--- src/rtl/mod_countdown_timer_pkg.sv ---
// Shared types and modulo helpers for the cascadable countdown stage.
package mod_timer_pkg;

  typedef enum logic [2:0] {
    ST_IDLE  = 3'd0,
    ST_SET   = 3'd1,
    ST_RUN   = 3'd2,
    ST_PAUSE = 3'd3,
    ST_DONE  = 3'd4
  } state_t;

  function automatic logic [31:0] wrap_inc(
    input logic [31:0] value,
    input logic [31:0] modulus
  );
    return (value >= modulus - 32'd1) ? 32'd0 : value + 32'd1;
  endfunction

  function automatic logic [31:0] wrap_dec(
    input logic [31:0] value,
    input logic [31:0] modulus
  );
    return (value == 32'd0) ? modulus - 32'd1 : value - 32'd1;
  endfunction

endpackage

--- src/rtl/mod_countdown_timer_if.sv ---
// Control, chain and display signals of one countdown stage.
interface mod_countdown_timer_if #(
  parameter int WIDTH = 6
);
  logic             set_mode;
  logic             inc_btn;
  logic             dec_btn;
  logic             start;
  logic             pause;
  logic             tick_in;
  logic             upper_zero_in;
  logic [WIDTH-1:0] count_out;
  logic [WIDTH-1:0] preset_out;
  logic             zero_out;
  logic             borrow_out;
  logic             done;
  logic             running;

  modport master (
    output set_mode, inc_btn, dec_btn,
    output start, pause, tick_in,
    output upper_zero_in,
    input  count_out, preset_out,
    input  zero_out, borrow_out,
    input  done, running
  );

  modport slave (
    input  set_mode, inc_btn, dec_btn,
    input  start, pause, tick_in,
    input  upper_zero_in,
    output count_out, preset_out,
    output zero_out, borrow_out,
    output done, running
  );
endinterface

--- src/rtl/mod_countdown_timer_edge.sv ---
// Rising-edge detector: one-cycle pulse in the cycle the level goes high.
module edge_pulse (
  input  logic clk,
  input  logic reset,
  input  logic level,
  output logic pulse
);
  logic prev;

  always_ff @(posedge clk) begin
    if (reset) prev <= 1'b0;
    else       prev <= level;
  end

  assign pulse = level & ~prev;
endmodule

--- src/rtl/mod_countdown_timer.sv ---
// Cascadable modulo countdown stage (SET/RUN/PAUSE/DONE, borrow chain).
// Define AUTO_RELOAD_EN for periodic reload on expiry.
module mod_countdown_timer
  import mod_timer_pkg::*;
#(
  parameter int WIDTH       = 6,
  parameter int MODULUS     = 60,
  parameter int PRESET_INIT = 0
) (
  input logic                  clk,
  input logic                  reset,
  mod_countdown_timer_if.slave bus
);
  localparam logic [WIDTH-1:0] MAX  = WIDTH'(MODULUS - 1);
  localparam logic [WIDTH-1:0] PINI = WIDTH'(PRESET_INIT);
  localparam logic [31:0]      MOD  = 32'(MODULUS);

  state_t           state_q;
  logic [WIDTH-1:0] count_q;
  logic [WIDTH-1:0] preset_q;
  logic             borrow_q;
  logic             done_q;
  logic             inc_edge;
  logic             dec_edge;

  edge_pulse u_inc (
    .clk   (clk),
    .reset (reset),
    .level (bus.inc_btn),
    .pulse (inc_edge)
  );

  edge_pulse u_dec (
    .clk   (clk),
    .reset (reset),
    .level (bus.dec_btn),
    .pulse (dec_edge)
  );

  always_ff @(posedge clk) begin
    if (reset) begin
      state_q  <= ST_IDLE;
      count_q  <= '0;
      preset_q <= PINI;
      borrow_q <= 1'b0;
      done_q   <= 1'b0;
    end else begin
      borrow_q <= 1'b0;
      done_q   <= 1'b0;
      if (bus.set_mode) begin
        state_q <= ST_SET;
        if (state_q == ST_SET) begin
          if (inc_edge && !dec_edge)
            preset_q <= WIDTH'(wrap_inc(32'(preset_q), MOD));
          else if (dec_edge && !inc_edge)
            preset_q <= WIDTH'(wrap_dec(32'(preset_q), MOD));
        end
      end else begin
        unique case (state_q)
          ST_SET: state_q <= ST_IDLE;
          ST_IDLE, ST_DONE: begin
            if (bus.start) begin
              count_q <= preset_q;
              state_q <= ST_RUN;
            end
          end
          ST_PAUSE: begin
            if (bus.start) begin
              count_q <= preset_q;
              state_q <= ST_RUN;
            end else if (bus.pause) begin
              state_q <= ST_RUN;
            end
          end
          ST_RUN: begin
            if (bus.start) begin
              count_q <= preset_q;
            end else if (bus.pause) begin
              state_q <= ST_PAUSE;
            end else if (bus.tick_in) begin
              if (count_q != '0) begin
                count_q <= count_q - WIDTH'(1);
              end else if (!bus.upper_zero_in) begin
                count_q  <= MAX;
                borrow_q <= 1'b1;
              end else begin
                done_q <= 1'b1;
`ifdef AUTO_RELOAD_EN
                count_q <= preset_q;
`else
                state_q <= ST_DONE;
`endif
              end
            end
          end
          default: state_q <= ST_IDLE;
        endcase
      end
    end
  end

  assign bus.count_out  = count_q;
  assign bus.preset_out = preset_q;
  assign bus.zero_out   = (count_q == '0) && bus.upper_zero_in;
  assign bus.borrow_out = borrow_q;
  assign bus.done       = done_q;
  assign bus.running    = (state_q == ST_RUN);
endmodule

--- src/flat_wrapper.sv ---
// flat-port wrapper written by rule: the top's interface ports become plain ports
module mod_countdown_timer_flat import mod_timer_pkg::*;
#(
  parameter int WIDTH       = 6,
  parameter int MODULUS     = 60,
  parameter int PRESET_INIT = 0
)
  (clk, reset, bus_set_mode, bus_inc_btn, bus_dec_btn, bus_start, bus_pause, bus_tick_in, bus_upper_zero_in, bus_count_out, bus_preset_out, bus_zero_out, bus_borrow_out, bus_done, bus_running);
  mod_countdown_timer_if #(.WIDTH(WIDTH)) bus_i ();
  input logic clk;
  input logic reset;
  input wire logic [$bits(bus_i.set_mode)-1:0] bus_set_mode;
  input wire logic [$bits(bus_i.inc_btn)-1:0] bus_inc_btn;
  input wire logic [$bits(bus_i.dec_btn)-1:0] bus_dec_btn;
  input wire logic [$bits(bus_i.start)-1:0] bus_start;
  input wire logic [$bits(bus_i.pause)-1:0] bus_pause;
  input wire logic [$bits(bus_i.tick_in)-1:0] bus_tick_in;
  input wire logic [$bits(bus_i.upper_zero_in)-1:0] bus_upper_zero_in;
  output wire logic [$bits(bus_i.count_out)-1:0] bus_count_out;
  output wire logic [$bits(bus_i.preset_out)-1:0] bus_preset_out;
  output wire logic [$bits(bus_i.zero_out)-1:0] bus_zero_out;
  output wire logic [$bits(bus_i.borrow_out)-1:0] bus_borrow_out;
  output wire logic [$bits(bus_i.done)-1:0] bus_done;
  output wire logic [$bits(bus_i.running)-1:0] bus_running;
  assign bus_i.set_mode = bus_set_mode;
  assign bus_i.inc_btn = bus_inc_btn;
  assign bus_i.dec_btn = bus_dec_btn;
  assign bus_i.start = bus_start;
  assign bus_i.pause = bus_pause;
  assign bus_i.tick_in = bus_tick_in;
  assign bus_i.upper_zero_in = bus_upper_zero_in;
  assign bus_count_out = bus_i.count_out;
  assign bus_preset_out = bus_i.preset_out;
  assign bus_zero_out = bus_i.zero_out;
  assign bus_borrow_out = bus_i.borrow_out;
  assign bus_done = bus_i.done;
  assign bus_running = bus_i.running;
  mod_countdown_timer #(.WIDTH(WIDTH), .MODULUS(MODULUS), .PRESET_INIT(PRESET_INIT)) u_core (.clk(clk), .reset(reset), .bus(bus_i));
endmodule
--- config.mk ---
export PLATFORM = sky130hd
export DESIGN_NAME = mod_countdown_timer_flat
export DESIGN_NICKNAME = d
export VERILOG_FILES = /design/src/rtl/mod_countdown_timer_pkg.sv /design/src/rtl/mod_countdown_timer_if.sv /design/src/rtl/mod_countdown_timer_edge.sv /design/src/rtl/mod_countdown_timer.sv /design/src/flat_wrapper.sv
export SDC_FILE = /design/constraint.sdc
export NUM_CORES = 1
export LEC_CHECK = 0
export BUFFER_PORTS_ARGS = -buffer_cell sky130_fd_sc_hd__buf_2
export CORE_MARGIN = 2
export CORE_UTILIZATION = 35
export CTS_BUF_LIST = sky130_fd_sc_hd__clkbuf_4 sky130_fd_sc_hd__clkbuf_8
export DETAILED_ROUTE_END_ITERATION = 6
export GPL_TIMING_DRIVEN = 1
export PLACE_DENSITY_LB_ADDON = 0.12
export REMOVE_ABC_BUFFERS = 1
export SETUP_SLACK_MARGIN = 0.15
export SYNTH_ARGS = -nofsm -noshare
export SYNTH_HDL_FRONTEND = slang
export SYNTH_SLANG_ARGS = --single-unit
--- constraint.sdc ---
create_clock -name clk -period 5.3 [get_ports clk]
set_input_delay 0.265 -clock clk [delete_from_list [all_inputs] [get_ports clk]]
set_output_delay 0.265 -clock clk [all_outputs]
set_load 0.1 [all_outputs]
==> Word level (Yosys, flattened, before mapping) <==
Index checks and enable logic that the tools add are counted.
{ "totals": {"ff_bits": 19, "n_memories": 0, "ramBits": 0, "in_bits": 9, "latch_bits": 0, "wordCells": 81, "mem_bits_ro": 0, "output_inout_bits": 16} }
{ "classes": {"muxes": 23, "bitwise_logic": 7, "eq_ne": 20, "n_mul": 0, "shift": 0, "n_div": 0, "n_addsub": 3, "magnitude_cmp": 1, "reduce_logical": 19} }
{ "ops": {"columns": ["cell", "count"], "rows": [
  ["6-bit 2-to-1 mux", 10],
  ["3-bit 2-to-1 mux", 8],
  ["3-bit != test, second input constant", 8],
  ["6-bit AND reduction", 3],
  ["4-bit != test, second input constant", 4],
  ["6-bit logical NOT", 2],
  ["6-bit case mux with 2 select lines", 1],
  ["6-bit by 1-bit subtractor with 6-bit output, second input constant", 2],
  ["3-bit case mux with 3 select lines", 1],
  ["7-bit OR reduction", 1],
  ["6-bit by 1-bit adder with 6-bit output, second input constant", 1],
  ["3-bit by 2-bit equality test with 1-bit output, second input constant", 2],
  ["6-bit greater-or-equal comparator, second input constant", 1],
  ["6-bit nonzero test", 1],
  ["1-bit NOT", 5],
  ["2-bit != test, second input constant", 2],
  ["4-bit by 3-bit != test with 1-bit output, second input constant", 1],
  ["2-bit nonzero test", 2],
  ["2-bit OR reduction", 2],
  ["3-bit by 1-bit equality test with 1-bit output, second input constant", 1],
  ["3-bit equality test, second input constant", 1],
  ["1-bit logical AND", 3],
  ["3-bit logical NOT", 1],
  ["1-bit 2-to-1 mux", 3],
  ["other kinds (5)", 7]
]} }

==> Depth between registers and ports, before layout <==
Gate-level depths: netlist (run 1).
{ "logic_depth": {"word_depth": 7, "depth_mapped": 7, "ltp_nobuf": 6} }

==> Cells and area by module <==
A second synthesis (run 1) with hierarchy kept.
{ "unflattened": {"cells_unflattened": 162, "hier_area_um2": 1352.5} }
{ "by_module_without_submodules": {"columns": ["mod", "area_each_um2", "cells_each", "seq_area_each_um2", "n_inst"], "rows": [
  ["mod_countdown_timer", 1257.5, 156, 340.3, 1],
  ["edge_pulse", 47.5, 3, 20.0, 2]
]} }

==> Worst setup path before layout (run 1) <==
OpenSTA, ideal clock, no wires.
{ "synth_path": {"path_kind": "reg2reg", "start": "register u_core.count_q[0], in the netlist u_core.bus.count_out[0]", "end": "register u_core.count_q[2], in the netlist u_core.bus.count_out[2]", "arrival_ps": 2375, "setup_time_ps": 121, "synth_period_minus_slack_ps": 2496, "slack_ps": 2804, "path_buffers": 0, "path_stages_with_launch": 7, "t_required_ps": 5179, "cell_sequence": "dfxtp_1 inv_1 ha_1 nor2b_1 a31oi_1 o221ai_4 mux2_4"} }
{ "synth_via": {"elab_chain_len": 6, "word_cells_on_any_way": 9, "classes_between": "1 x add/sub; 1 x eq/ne; 5 x mux; 2 x reduce/logical"} }
{ "synth_lines": {"columns": ["element", "line", "rtl"], "rows": [
  ["start: declaration", "mod_countdown_timer.sv:19", "logic [WIDTH-1:0] count_q;"],
  ["start signal: assignment", "mod_countdown_timer.sv:63", "count_q <= preset_q;"],
  ["start signal: assignment", "mod_countdown_timer.sv:69", "count_q <= preset_q;"],
  ["start signal: assignment", "mod_countdown_timer.sv:77", "count_q <= preset_q;"],
  ["6-bit by 1-bit subtractor with 6-bit output / 6-bit nonzero test (equally long branches)", "mod_countdown_timer.sv:82, mod_countdown_timer.sv:81", null],
  ["6-bit 2-to-1 mux", "mod_countdown_timer.sv:81", "if (count_q != '0) begin"],
  ["6-bit 2-to-1 mux", "mod_countdown_timer.sv:80", "end else if (bus.tick_in) begin"],
  ["6-bit 2-to-1 mux", "mod_countdown_timer.sv:78", "end else if (bus.pause) begin"],
  ["6-bit 2-to-1 mux", "mod_countdown_timer.sv:76", "if (bus.start) begin"],
  ["6-bit case mux with 2 select lines", "mod_countdown_timer.sv:59", "unique case (state_q)"]
]} }
Several ways; a longest one is shown, not always the timed one. The select of a mux whose other input is x is not followed.
A chain may end at the register's enable or synchronous reset.

==> Worst setup path in the final report (run 1) <==
{ "layout_path": {"start": "register u_core.count_q[0], in the netlist u_core.bus.count_out[0]", "end": "output bus_zero_out"} }
{ "layout_via": {"elab_chain_len": 2} }
{ "layout_lines": {"columns": ["element", "line", "rtl"], "rows": [
  ["6-bit logical NOT", "mod_countdown_timer.sv:104", "assign bus.zero_out = (count_q == '0) && bus.upper_zero_in;"],
  ["1-bit logical AND", "mod_countdown_timer.sv:104", null],
  ["end: declaration", "flat_wrapper.sv:21", "output wire logic [$bits(bus_i.zero_out)-1:0] bus_zero_out;"]
]} }
Every way passes these cells.

==> run metrics, run 1 <==
worst setup path category flop to output port; cell count after synthesis 176; H-tree levels 1; Post-synth EDFFs 0; total grt overflow 0; final worst slack 3.22 ns; P_leak 0.669 nW; yosys warns 0; IO Port Bufs 24; nets 210; CP max stage delay 0.42 ns; post-DP HPWL 2560 µm; area share of the largest cell type after synthesis 27.0%; Placer Congestion 0.915; CP top delay family buffers and inverters; Tcrit/Tclk final 39.3%; ratio of cells with drive above 1 in the final layout 17.5%; # DRC 0; crit path cell chain inv_1, ha_1, nor2b_1, and3_1, buf_2; Pint 0.226 mW; Synth area leaders dfxtp_1 (27%), ha_1 (5.3%), nand2b_1 (4.9%); PD cells 216 nW/µm²; Cell variety after synth 48; clk buf depth 2; Clock Pin Slew Worst Setup and Hold Paths 0.08 ns; routed vias/inst 5.57; top post-synthesis cells by count dfxtp_1 (19), nor2_1 (17), inv_1 (13); CP Capture Type output port; first-pass GRT wire length 5870 µm; DR WL/cell 14.4 µm; Psw 0.119 mW; Total Routing Usage GR 16.8%; CP Data Arrival Time 1.82 ns; Synth Area in Compound Gates 23.7%; Peak VDD IR 0.0831 mV; number of hold buffers added after CTS 0; fin cells 244; Comb pwr share 24.7%; post-CTS resize count 0; largest family of logic cells by synthesized area simple AND/OR/NAND/NOR gates; Post-Route WL 3510 µm; Reg power frac 44.8%; initial DRC count 91; # diodes 0; Synth Area in Adders 6.03%; sequential share of the synthesized area 27.0%; fin util 40.6%; area grow syn2layout 13.5%; Post-Syn Area per Cell 8.01 µm²; RSZ-0062 raised after global routing no; Antenna Nets Post-Route 0; Setup Buffers After CTS 0; clock skew 0.00441 ns; Synth Area in XOR/XNOR 3.11%; CP bufs+invs 2; die area 4550 µm²; Die Ht 67.5 µm; clock share of power 30.5%; Placed Instances 240; Max Fclk 0.481 GHz; final hold violations 0; clk sinks 19; M1 WL 1670 µm; met2 routed WL 1640 µm; Critical Path RT 5.04 ns; Pins Over Slew Limit 0; Core Region 3940 µm²; max cap viols 0; Max transition margin 54.8%; routed vias 1359; initial antenna violation count 0; cell row count 23; cell type with the largest total area after synthesis dfxtp_1; dominant synthesized flop cell dfxtp_1; Synth Register Bits 19; startpoint types flop; largest net degree at the start of global routing 26; CTS tree done; drt pass-1 iters 4; Syn Std Cell Area 1410 µm²; CP max-delay cell buf_2; post-synthesis async set-or-reset flop share 0%; Fin Setup TNS 0 ns; DR top layer met4; crit path max fanout 7; multiplexer area fraction after synthesis 4.61%; top-count cell post-synth dfxtp_1; number of CTS-inserted buffers 3; Die W 67.5 µm; # setup viols final 0; Tmin final 2.08 ns; status finished clean; Clock Latency Late Sink 0.26 ns; clock root buffer clkbuf_8; Slew @ Worst Pin 0.677 ns; Hold Path Class primary input to flop; number of global-route vias before repair 1259; simple-gate share of the synthesized area 29.4%; switching share of power 34.5%; Initial Util 35.8%; pre-CTS WS 3.40 ns; routed wl met3 158 µm; boundary pin count 25
[sequential cells by signal, summed over array words and instances (netlist names)]
| register | cells |
|---|---|
| u_core.u_dec.prev | 1 |
| u_core.bus.count_out | 6 |
| u_core.u_inc.prev | 1 |
| u_core.bus.borrow_out | 1 |
| u_core.bus.done | 1 |
| u_core.bus.preset_out | 6 |
| u_core.state_q | 3 |
[layout make-up]
type,instances,area (µm²)
clock buffer,3,41.3
sequential,19,380
multi-input combinational,134,942
fill,423,2340
inverter,13,48.8
tap,50,62.6
timing repair buffer,24,120
clock inverter,1,5.00
[layer usage]
metal  vias to the layer above  GRT usage, %
li1                        680             -
met5                         -             0
met2                        30          28.1
met1                       644          22.1
met3                         5          2.17
met4                         0          6.12
[power groups by stage]
stage / sequential, mW / combinational [mW] / clock (mW)
after detailed placement: 0.158 / 0.0853 / 0
after global routing: 0.156 / 0.0925 / 0.117
after global placement: 0.158 / 0.0847 / 0
final: 0.155 / 0.0853 / 0.106
after CTS: 0.155 / 0.0857 / 0.111
after floorplan: 0.173 / 0.0491 / 0
[logic make-up after synthesis]
logic type	count (synthesis)
adders and majority gates	7
AOI/OAI and AO/OA	44
muxes	6
and+or+nand+nor	72
xor gates and xnor gates	5
DFF	19
buffers and inverters	23
[path summary, 6_finish.rpt]
check                                              end  slack [ns]  cells past startpoint                                  from
setup reg to reg  u_core.bus.count_out[2]$_SDFFE_PP0P_        3.38                      3        u_core.state_q[0]$_SDFFE_PP0P_
setup / recovery                          bus_zero_out        3.22                      5  u_core.bus.count_out[0]$_SDFFE_PP0P_
hold reg to reg   u_core.bus.count_out[1]$_SDFFE_PP0P_        0.55                      2  u_core.bus.count_out[1]$_SDFFE_PP0P_
hold / removal            u_core.u_inc.prev$_SDFF_PP0_        0.22                      2                           bus_inc_btn
[placed cells by master (no fill, tap or decap), types with 6 or more instances in the layout]
cell       n
ha_1       6
nand2b_1  11
o21ai_0    6
nand2_1    6
a21oi_1    9
nor2_1    17
dfxtp_1   19
inv_1     13
nor2b_1    7
buf_2     24
[per-stage QoR]
stage | hold slack (ns) | instance area, µm² | power [mW]
detailed placement | 0.492 | 1550 | 0.244
CTS | 0.212 | 1600 | 0.352
floorplan | 0.334 | 1370 | 0.222
finish | 0.220 | 1600 | 0.346
global placement | 0.487 | 1550 | 0.242
global route | 0.224 | 1600 | 0.366
Power figures use the tool's default switching activity.
==> run 2, diff against run 1 <==
- clock period: 5.3 -> 2.1 ns (I/O delays scaled with it)
==> run 2 against run 1 <==
Net effect:
- non-clock buffer count rose by 4
- sequential power rose to 2.5 times the previous value
- first-iteration DRC count grew 26%
- worst setup slack worse by 2.9 ns
- clock power rose by 150%
- critical path depth fell by 1
- routed wire length increased by 0.85%
- combinational power grew to 2.6 times the previous value
- register-to-register slack lost 3.1 ns
- via count up 2.4%
==> run metrics, run 2 (same netlist as run 1, synthesis figures left out) <==
Fillers 401; # DRC 0; CP Data Arrival Time 1.99 ns; PD cells 534 nW/µm²; clock share of power 30.0%; Storage cell area 380 µm²; Post-Route WL 3540 µm; Core Region 3940 µm²; Area after DPL 1580 µm²; final worst slack 0.293 ns; number of global-route vias before repair 1213; CTS tree done; Reg power frac 44.3%; Tcrit/Tclk final 86.0%; ratio of cells with drive above 1 in the final layout 20.2%; startpoint types flop; Hold Path Depth 2; WHS 0.0529 ns; routed vias/inst 5.61; commonest cells after routing, fill and taps aside buf_2 (24), dfxtp_1 (19), nor2_1 (17); Slew @ Worst Pin 0.617 ns; Clock Latency Late Sink 0.26 ns; DR WL/cell 14.3 µm; # diodes 0; area of the multi-input gates 951 µm²; worst setup path category flop to flop; post-DP HPWL 2560 µm; Psw 0.300 mW; largest net degree at the start of global routing 26; Comb pwr share 25.6%; crit path max fanout 9; max cap viols 0; Initial Util 35.8%; area grow syn2layout 16.2%; status finished clean; CP Capture Type flop; Die Ht 67.5 µm; Worst Reg-to-Reg Cells 4; nets 214; clk buf depth 2; Antenna Nets Post-Route 0; Max Fclk 0.554 GHz; final instance area 1640 µm²; pre-CTS WS 0.228 ns; cell row count 23; Pins Over Slew Limit 0; first-pass GRT wire length 5580 µm; Pint 0.575 mW; # setup viols final 0; routed vias 1391; Clock Pin Slew Worst Setup and Hold Paths 0.08 ns; Max transition margin 58.9%; CP max stage delay 0.62 ns; clock root buffer clkbuf_8; Placer Congestion 0.839; boundary pin count 25; Peak VDD IR 0.209 mV; Total Routing Usage GR 16.2%; initial DRC count 115; P_leak 0.692 nW; clock skew 0.00356 ns; switching share of power 34.3%; total grt overflow 0; Die W 67.5 µm; initial antenna violation count 0; H-tree levels 1; clk sinks 19; final hold violations 0; drt pass-1 iters 4; die area 4550 µm²; Hold Path Class primary input to flop; IO Port Bufs 24; most common cell after layout, fill and taps aside buf_2; number of CTS-inserted buffers 3; CP max-delay cell or4b_1; Tmin final 1.81 ns; RSZ-0062 raised after global routing no; Critical Path RT 2.28 ns; crit path cell chain or4b_1, o221ai_4, buf_4, mux2i_1
[run 2: cell types whose count changed in the layout (fill, tap and decap cells not counted)]
cell	change
a2111oi_0	-1
nor2b_1	-1
buf_4	+4
a2111oi_2	+1
nor2b_2	+1
[run 2: stage by stage]
step                      setup TNS, ns  utilization, %  cells  power [mW]
final                                 0            41.6    248       0.875
after global routing                  0            41.6    248       0.918
after CTS                             0            41.4    248       0.887
after detailed placement              0            40.2    244       0.618
after global placement                0            40.2    244       0.617
after floorplan                   -2.20               -    166       0.559
[run 2: worst paths after layout]
check / from / end / slack, ns
setup / recovery: u_core.state_q[1]$_SDFFE_PP0P_ / u_core.bus.count_out[0]$_SDFFE_PP0P_ / 0.29
hold / removal: bus_upper_zero_in / u_core.bus.borrow_out$_SDFF_PP0_ / 0.05
setup reg to reg: u_core.state_q[1]$_SDFFE_PP0P_ / u_core.bus.count_out[0]$_SDFFE_PP0P_ / 0.29
hold reg to reg: u_core.bus.count_out[4]$_SDFFE_PP0P_ / u_core.bus.count_out[4]$_SDFFE_PP0P_ / 0.56
[run 2: repair_timing]
| action | in CTS | in global routing |
|---|---|---|
| hold buffers | 0 | 0 |
| endpoints found under the setup margin | 0 | 2 |
| gates resized for setup | 0 | 3 |
| buffers inserted | 0 | 0 |
[run 2: per-layer routing]
layer | vias up | wire, µm | track usage [%]
met1 | 656 | 1680 | 21.2
met4 | 0 | 30 | 4.85
met3 | 4 | 141 | 2.67
met2 | 36 | 1690 | 27.1
li1 | 695 | - | -
met5 | - | 0 | 0
[run 2: final cells by class]
cell class / count / share of cell area [%]
Multi-Input combinational cell: 134 / 58.0
Clock inverter: 1 / 0.305
Tap cell: 50 / 3.82
Inverter: 13 / 2.98
Timing Repair Buffer: 28 / 9.16
Sequential cell: 19 / 23.2
Clock buffer: 3 / 2.52
[run 2: power groups by stage]
stage | registers [mW] | clock network [mW] | logic (mW)
floorplan | 0.435 | 0 | 0.124
global placement | 0.396 | 0 | 0.221
detailed placement | 0.396 | 0 | 0.222
CTS | 0.388 | 0.276 | 0.223
global route | 0.390 | 0.285 | 0.242
finish | 0.388 | 0.263 | 0.224
[run 2: worst max-delay path, delay by kind of cell (launching register included)]
| kind | cells | cell delay [ns] |
|---|---|---|
| buffers and inverters | 1 | 0.20 |
| DFF | 1 | 0.46 |
| muxes | 1 | 0.21 |
| and+or+nand+nor | 1 | 0.62 |
| AOI/OAI and AO/OA | 1 | 0.23 |
